**config.mk**
```make
export PLATFORM = sky130hd
export DESIGN_NAME = oam_dma_arbiter
export DESIGN_NICKNAME = d
export VERILOG_FILES = /design/src/rtl/oam_dma_arbiter_pkg.sv /design/src/rtl/oam_dma_engine.sv /design/src/rtl/oam_dma_arbiter.sv
export SDC_FILE = /design/constraint.sdc
export NUM_CORES = 1
export LEC_CHECK = 0
export ABC_AREA = 1
export CORE_ASPECT_RATIO = 0.7
export CORE_MARGIN = 4
export CORE_UTILIZATION = 46
export CTS_CLUSTER_DIAMETER = 80
export DETAILED_ROUTE_END_ITERATION = 6
export MAX_ROUTING_LAYER = met4
export PLACE_DENSITY = 0.81
export SETUP_SLACK_MARGIN = 0.15
export SYNTH_ARGS = -nofsm -noshare
export SYNTH_HDL_FRONTEND = slang
export SYNTH_SLANG_ARGS = --single-unit
```
**constraint.sdc**
```tcl
create_clock -name clk -period 1.85 [get_ports clk]
set_input_delay 0.2775 -clock clk [delete_from_list [all_inputs] [get_ports clk]]
set_output_delay 0.2775 -clock clk [all_outputs]
set_load 0.01 [all_outputs]
```
**src/rtl/oam_dma_arbiter_pkg.sv**
```systemverilog
// Shared address map, DMA constants and types for the OAM DMA arbiter.
// Holds the FSM state enum, the DMA bus request bundle and the echo mapping helper.
package oam_dma_arbiter_pkg;

    localparam int unsigned DMA_LEN      = 160;
    localparam logic [7:0]  LAST_IDX     = 8'(DMA_LEN - 1);
    localparam logic [15:0] DMA_REG_ADDR = 16'hFF46;
    localparam logic [15:0] OAM_BASE     = 16'hFE00;
    localparam logic [15:0] HRAM_START   = 16'hFF80;
    localparam logic [15:0] HRAM_END     = 16'hFFFE;

    typedef enum logic [1:0] {
        IDLE,
        START,
        READ,
        WRITE
    } dma_state_t;

    typedef struct packed {
        logic        re;
        logic        we;
        logic [15:0] addr;
        logic [7:0]  data;
    } dma_req_t;

    // E0..FF sources alias the WRAM echo region down by 0x20 pages.
    function automatic logic [7:0] src_eff(input logic [7:0] s);
        return (s >= 8'hE0) ? (s - 8'h20) : s;
    endfunction

endpackage

```
**src/rtl/oam_dma_engine.sv**
```systemverilog
// OAM DMA engine: FSM, byte index, source register, read-to-write byte latch.
// Ports: i_start/i_src (register write), i_stall, i_rdata in; o_req, o_src, o_active, o_done out.
module oam_dma_engine
    import oam_dma_arbiter_pkg::*;
(
    input  logic       clk,
    input  logic       reset,
    input  logic       i_start,
    input  logic [7:0] i_src,
    input  logic       i_stall,
    input  logic [7:0] i_rdata,
    output dma_req_t   o_req,
    output logic [7:0] o_src,
    output logic       o_active,
    output logic       o_done
);

    dma_state_t r_state;
    dma_state_t w_state_next;
    logic [7:0] r_idx;
    logic [7:0] w_idx_next;
    logic [7:0] r_latch;
    logic [7:0] w_latch_next;
    logic [7:0] r_src;
    logic [7:0] w_src_next;
    logic       r_done;
    logic       w_done_next;

    always_ff @(posedge clk or negedge reset) begin
        if (!reset) begin
            r_state <= IDLE;
            r_idx   <= 8'h00;
            r_latch <= 8'h00;
            r_src   <= 8'h00;
            r_done  <= 1'b0;
        end else begin
            r_state <= w_state_next;
            r_idx   <= w_idx_next;
            r_latch <= w_latch_next;
            r_src   <= w_src_next;
            r_done  <= w_done_next;
        end
    end

    always_comb begin
        w_state_next = r_state;
        w_idx_next   = r_idx;
        w_latch_next = r_latch;
        w_src_next   = r_src;
        w_done_next  = 1'b0;
        o_req        = '0;
        unique case (r_state)
            IDLE: ;
            START: begin
                if (!i_stall) w_state_next = READ;
            end
            READ: begin
                o_req.re   = 1'b1;
                o_req.addr = {src_eff(r_src), r_idx};
                if (!i_stall) begin
                    w_latch_next = i_rdata;
                    w_state_next = WRITE;
                end
            end
            WRITE: begin
                o_req.we   = 1'b1;
                o_req.addr = OAM_BASE + {8'h00, r_idx};
                o_req.data = r_latch;
                if (!i_stall) begin
                    if (r_idx == LAST_IDX) begin
                        w_state_next = IDLE;
                        w_done_next  = 1'b1;
                    end else begin
                        w_idx_next   = r_idx + 8'd1;
                        w_state_next = READ;
                    end
                end
            end
            default: w_state_next = IDLE;
        endcase
        // The bus access above still happens this cycle; restart wins the next state.
        if (i_start) begin
            w_src_next   = i_src;
            w_idx_next   = 8'h00;
            w_state_next = START;
            w_done_next  = 1'b0;
        end
    end

    assign o_src    = r_src;
    assign o_active = (r_state != IDLE);
    assign o_done   = r_done;

endmodule

```
**src/rtl/oam_dma_arbiter.sv**
```systemverilog
// Bus arbiter between the CPU and the OAM DMA engine in front of the bus decoder.
// Ports: cpu_* from the CPU, mem_* to the decoder, dma_active/dma_done status.
module oam_dma_arbiter
    import oam_dma_arbiter_pkg::*;
(
    input  logic        clk,
    input  logic        reset,
    input  logic [15:0] cpu_addr,
    input  logic [7:0]  cpu_wdata,
    input  logic        cpu_read_en,
    input  logic        cpu_write_en,
    output logic [7:0]  cpu_rdata,
    output logic [15:0] mem_addr,
    output logic [7:0]  mem_wdata,
    output logic        mem_read_en,
    output logic        mem_write_en,
    input  logic [7:0]  mem_rdata,
    output logic        dma_active,
    output logic        dma_done
);

    dma_req_t   w_req;
    logic [7:0] w_src;
    logic       w_is_reg;
    logic       w_is_hram;
    logic       w_hram_win;
    logic       w_cpu_bus;
    logic       w_dma_bus;

    assign w_is_reg   = (cpu_addr == DMA_REG_ADDR);
    assign w_is_hram  = (cpu_addr >= HRAM_START) && (cpu_addr <= HRAM_END);
    // HRAM access steals the bus during a transfer; the engine stalls.
    assign w_hram_win = dma_active && w_is_hram
                        && (cpu_read_en || cpu_write_en);
    assign w_dma_bus  = dma_active && !w_hram_win;
    assign w_cpu_bus  = (!dma_active && !w_is_reg) || w_hram_win;

    oam_dma_engine u_engine (
        .clk      (clk),
        .reset    (reset),
        .i_start  (cpu_write_en && w_is_reg),
        .i_src    (cpu_wdata),
        .i_stall  (w_hram_win),
        .i_rdata  (mem_rdata),
        .o_req    (w_req),
        .o_src    (w_src),
        .o_active (dma_active),
        .o_done   (dma_done)
    );

    always_comb begin
        mem_addr     = 16'h0000;
        mem_wdata    = 8'h00;
        mem_read_en  = 1'b0;
        mem_write_en = 1'b0;
        if (w_dma_bus) begin
            mem_addr     = w_req.addr;
            mem_wdata    = w_req.data;
            mem_read_en  = w_req.re;
            mem_write_en = w_req.we;
        end else if (w_cpu_bus) begin
            mem_addr     = cpu_addr;
            mem_wdata    = cpu_wdata;
            mem_read_en  = cpu_read_en;
            mem_write_en = cpu_write_en;
        end
    end

    always_comb begin
        cpu_rdata = 8'hFF;
        if (w_is_reg) begin
            cpu_rdata = w_src;
        end else if (w_cpu_bus) begin
            cpu_rdata = mem_rdata;
        end
    end

endmodule

```
==> flow_metrics.py <==
metrics = {
    "outcome": {
        "status": "finished with violations",
        "violations": "setup timing",
    },
    "finish": {
        "drive_above_1_share": 0.3532,
        "fillers": 289,
        "syn_to_final_growth_pct": 60.83,
        "diodes": 0,
        "post-route-util": 0.7743,
        "nNetsFinal": 458,
        "final_cell_area_mm2": 0.003391,
    },
    "grt": {
        "grt_max_degree": 28,
        "antenna_found_initial": 0,
        "grt_pass1_vias": 2541,
        "grt.total_usage": 0.2838,
        "grt_pass1_wl_um": 12500,
        "overflow": 0,
    },
    "timing": {
        "period_share": 1.122,
        "hold_violations": 0,
        "hold_ws_ns": 0.3642,
        "max_freq_mhz": 481.7,
        "worst_pin_slew_ns": 0.5007,
        "skew_ns": 0.007359,
        "fin_crit_ns": 2.076,
        "setup_viol": 34,
        "slew_violations": 0,
        "timing.final.ws_setup_ns": -0.2261,
        "rsz0062_at_grt": "yes",
        "relSlewSlack": 0.6650,
    },
    "floorplan": {
        "dieWidth_um": 88.92,
        "dieArea_mm2": 0.005747,
        "rows": 20,
        "start_util": 0.4814,
        "ios": 72,
        "die_h_um": 64.64,
        "core_mm2": 0.004379,
    },
    "clock_network": {
        "clockBufferDepth": 2,
        "clk_latency_ns": 0.28,
        "clkSinkCount": 27,
        "cts_tree": "yes",
        "numCtsBuffers": 3,
        "clkTransAtPathRegs_ns": 0.11,
        "cts_hold_buf": 0,
        "cts_root_buffer": "clkbuf_8",
        "htreeDepth": 1,
    },
    "yosys": {
        "netlist_instances": 315,
        "yosys-top-cells-area": "dfrtp_1 (32%), nand2_1 (17%), nand3_1 (8.8%)",
        "syn_area_mm2": 0.002108,
        "yosysUniqueCellTypes": 29,
        "synth_top_area_cell": "dfrtp_1",
        "synth-seq-area-share": 0.3205,
        "ys.warnings.count": 0,
        "postSynthAreaPerCell_um2": 6.693,
        "synth_top_area_frac": 0.3205,
        "ys_ff_latch": 27,
        "syn_nets": 353,
    },
    "worst_setup_path": {
        "crit_fanout": 6,
        "crit_required_ns": 1.57,
        "arrival_ns": 1.80,
        "start_kind": "flip-flop",
        "reg2reg_slack_ns": 0.16,
        "cpPeakStageDelay_ns": 0.40,
        "startpoint": "u_engine.r_state[0]$_DFFE_PN0P_",
        "slowest_stage": "dfrtp_1",
        "crit_type": "reg2out",
        "timing.rr.start": "u_engine.r_idx[0]$_DFFE_PN0P_",
        "endpoint_kind": "primary output",
        "r2r_end": "u_engine.r_idx[5]$_DFFE_PN0P_",
        "r2r_cells": 8,
        "cp_cell_sequence": "inv_2 -> nand2_4 -> nand2_4 -> nor2_4 -> nand3_4 -> o21ai_4 -> buf_12 -> buf_12 -> buf_16 -> a21oi_2 -> buf_2",
        "cp-endpoint": "cpu_rdata[0]",
    },
    "route": {
        "dr_total_vias": 2675,
        "drt-pass1-iter-count": 6,
        "drt-initial-drc-count": 304,
        "drc": 0,
        "wl_um": 8215,
        "post_drt_wl_per_cell_um": 17.33,
        "via_per_inst": 5.643,
        "antenna_left": 0,
    },
    "flow_run": {
        "drv_cap": 0,
    },
    "pwr": {
        "power.leakage_nw": 1.754,
        "power_density_mw_per_mm2": 786.7,
        "ir_worst_vdd_mv": 0.4653,
    },
    "placement": {
        "gp_congestion": 0.8544,
        "dp_hpwl_um": 5011,
        "postPlaceCellArea_mm2": 0.003017,
        "numPortBuffers": 71,
    },
    "min_path": {
        "min_path_type": "in2async",
    },
}
-- worst max-delay path: cells and delay by family (launching register included) --
kind | cells | cell delay [ns]
buffers and inverters | 5 | 0.63
and+or+nand+nor | 4 | 0.25
AOI/OAI and AO/OA | 2 | 0.21
DFF | 1 | 0.40
-- layout by cell type, fill, tap and decap left out, drive strengths merged --
master / count
ha: 2
buf: 79
and2: 1
a21oi: 15
bufbuf: 1
o211ai: 2
nor3: 2
nand3: 51
clkinv: 1
clkdlybuf4s15: 2
o21ai: 20
clkbuf: 3
clkdlybuf4s50: 18
nand4: 2
nor2: 32
dlygate4sd2: 17
dfrtp: 27
nand3b: 3
nand2: 100
xor2: 3
inv: 38
-- cell usage after synthesis, drive strengths merged --
cell type / instances
nand3b: 3
clkbuf: 5
nor2: 32
nand4: 2
ha: 2
nand2: 100
and2: 1
nor3: 2
nand3: 51
inv: 37
dfrtp: 27
o211ai: 2
o21ai: 20
clkinv: 1
a21oi: 15
xor2: 3
buf: 12
-- through the flow --
| stage | TNS, ns | power, mW | cells | worst slack [ns] |
|---|---|---|---|---|
| after floorplan | 0 | 1.611 | 315 | 0.2573 |
| after global placement | -21.06 | 2.336 | 455 | -0.6270 |
| after detailed placement | -22.31 | 2.373 | 455 | -0.6921 |
| after CTS | -2.049 | 2.546 | 471 | -0.1164 |
| after global routing | -7.926 | 2.854 | 474 | -0.2792 |
| final | -5.294 | 2.667 | 474 | -0.2261 |
-- area by class of cell --
class | instances | area [um2] | share of cell area
sequential | 27 | 675.6 | 0.1993
tap | 55 | 68.82 | 0.02030
timing repair buffer | 117 | 1084 | 0.3196
clock inverter | 1 | 8.758 | 0.002583
inverter | 38 | 147.6 | 0.04354
multi-input combinational | 233 | 1365 | 0.4026
clock buffer | 3 | 41.29 | 0.01218
-- worst min-delay path by stage --
stage | start | cells after the start | slack [ns] | end
after floorplan | reset | 0 | -0.02 | u_engine.o_done$_DFF_PN0_
after global placement | u_engine.r_latch[2]$_DFFE_PN0P_ | 2 | 0.47 | u_engine.r_latch[2]$_DFFE_PN0P_
after detailed placement | u_engine.r_latch[7]$_DFFE_PN0P_ | 2 | 0.48 | u_engine.r_latch[7]$_DFFE_PN0P_
after CTS | reset | 2 | 0.38 | u_engine.r_latch[2]$_DFFE_PN0P_
after global routing | reset | 2 | 0.40 | u_engine.r_latch[2]$_DFFE_PN0P_
final | reset | 2 | 0.36 | u_engine.r_latch[4]$_DFFE_PN0P_
-- repair_timing --
item                                    in CTS  in global routing
cloned                                       4                  0
setup buffers                                8                  3
gates resized for setup                    197                 29
endpoints found under the setup margin      35                 34
endpoints found under the hold margin        0                  0
pin swaps                                   18                  9
-- kinds of logic after synthesis --
| group | share of synthesized area |
|---|---|
| xor+xnor | 0.01247 |
| buf+inv | 0.1228 |
| simple gates | 0.4350 |
| compound gates | 0.09733 |
| fa+ha+maj | 0.01187 |
| flops | 0.3205 |
-- metal layers --
layer / up-vias / global-route usage / part of all wire
li1: 1214 / - / -
met1: 1244 / 0.3796 / 0.40
met2: 184 / 0.4574 / 0.47
met3: 33 / 0.04447 / 0.10
met4: 0 / 0.05472 / 0.028
met5: - / - / 0
-- registers in the layout, summed over array words and instances (netlist names) --
name	cells
u_engine.o_src	8
u_engine.r_idx	8
u_engine.r_latch	8
u_engine.r_state	2
u_engine.o_done	1
-- report_power, final --
group / leakage [nW] / total, mW / internal [mW] / switching (mW)
Clock: 0.0261 / 0.377 / 0.159 / 0.219
Combinational: 1.39 / 1.43 / 0.609 / 0.816
Sequential: 0.334 / 0.865 / 0.735 / 0.130
Note: power is estimated with default switching activity, not from simulation.
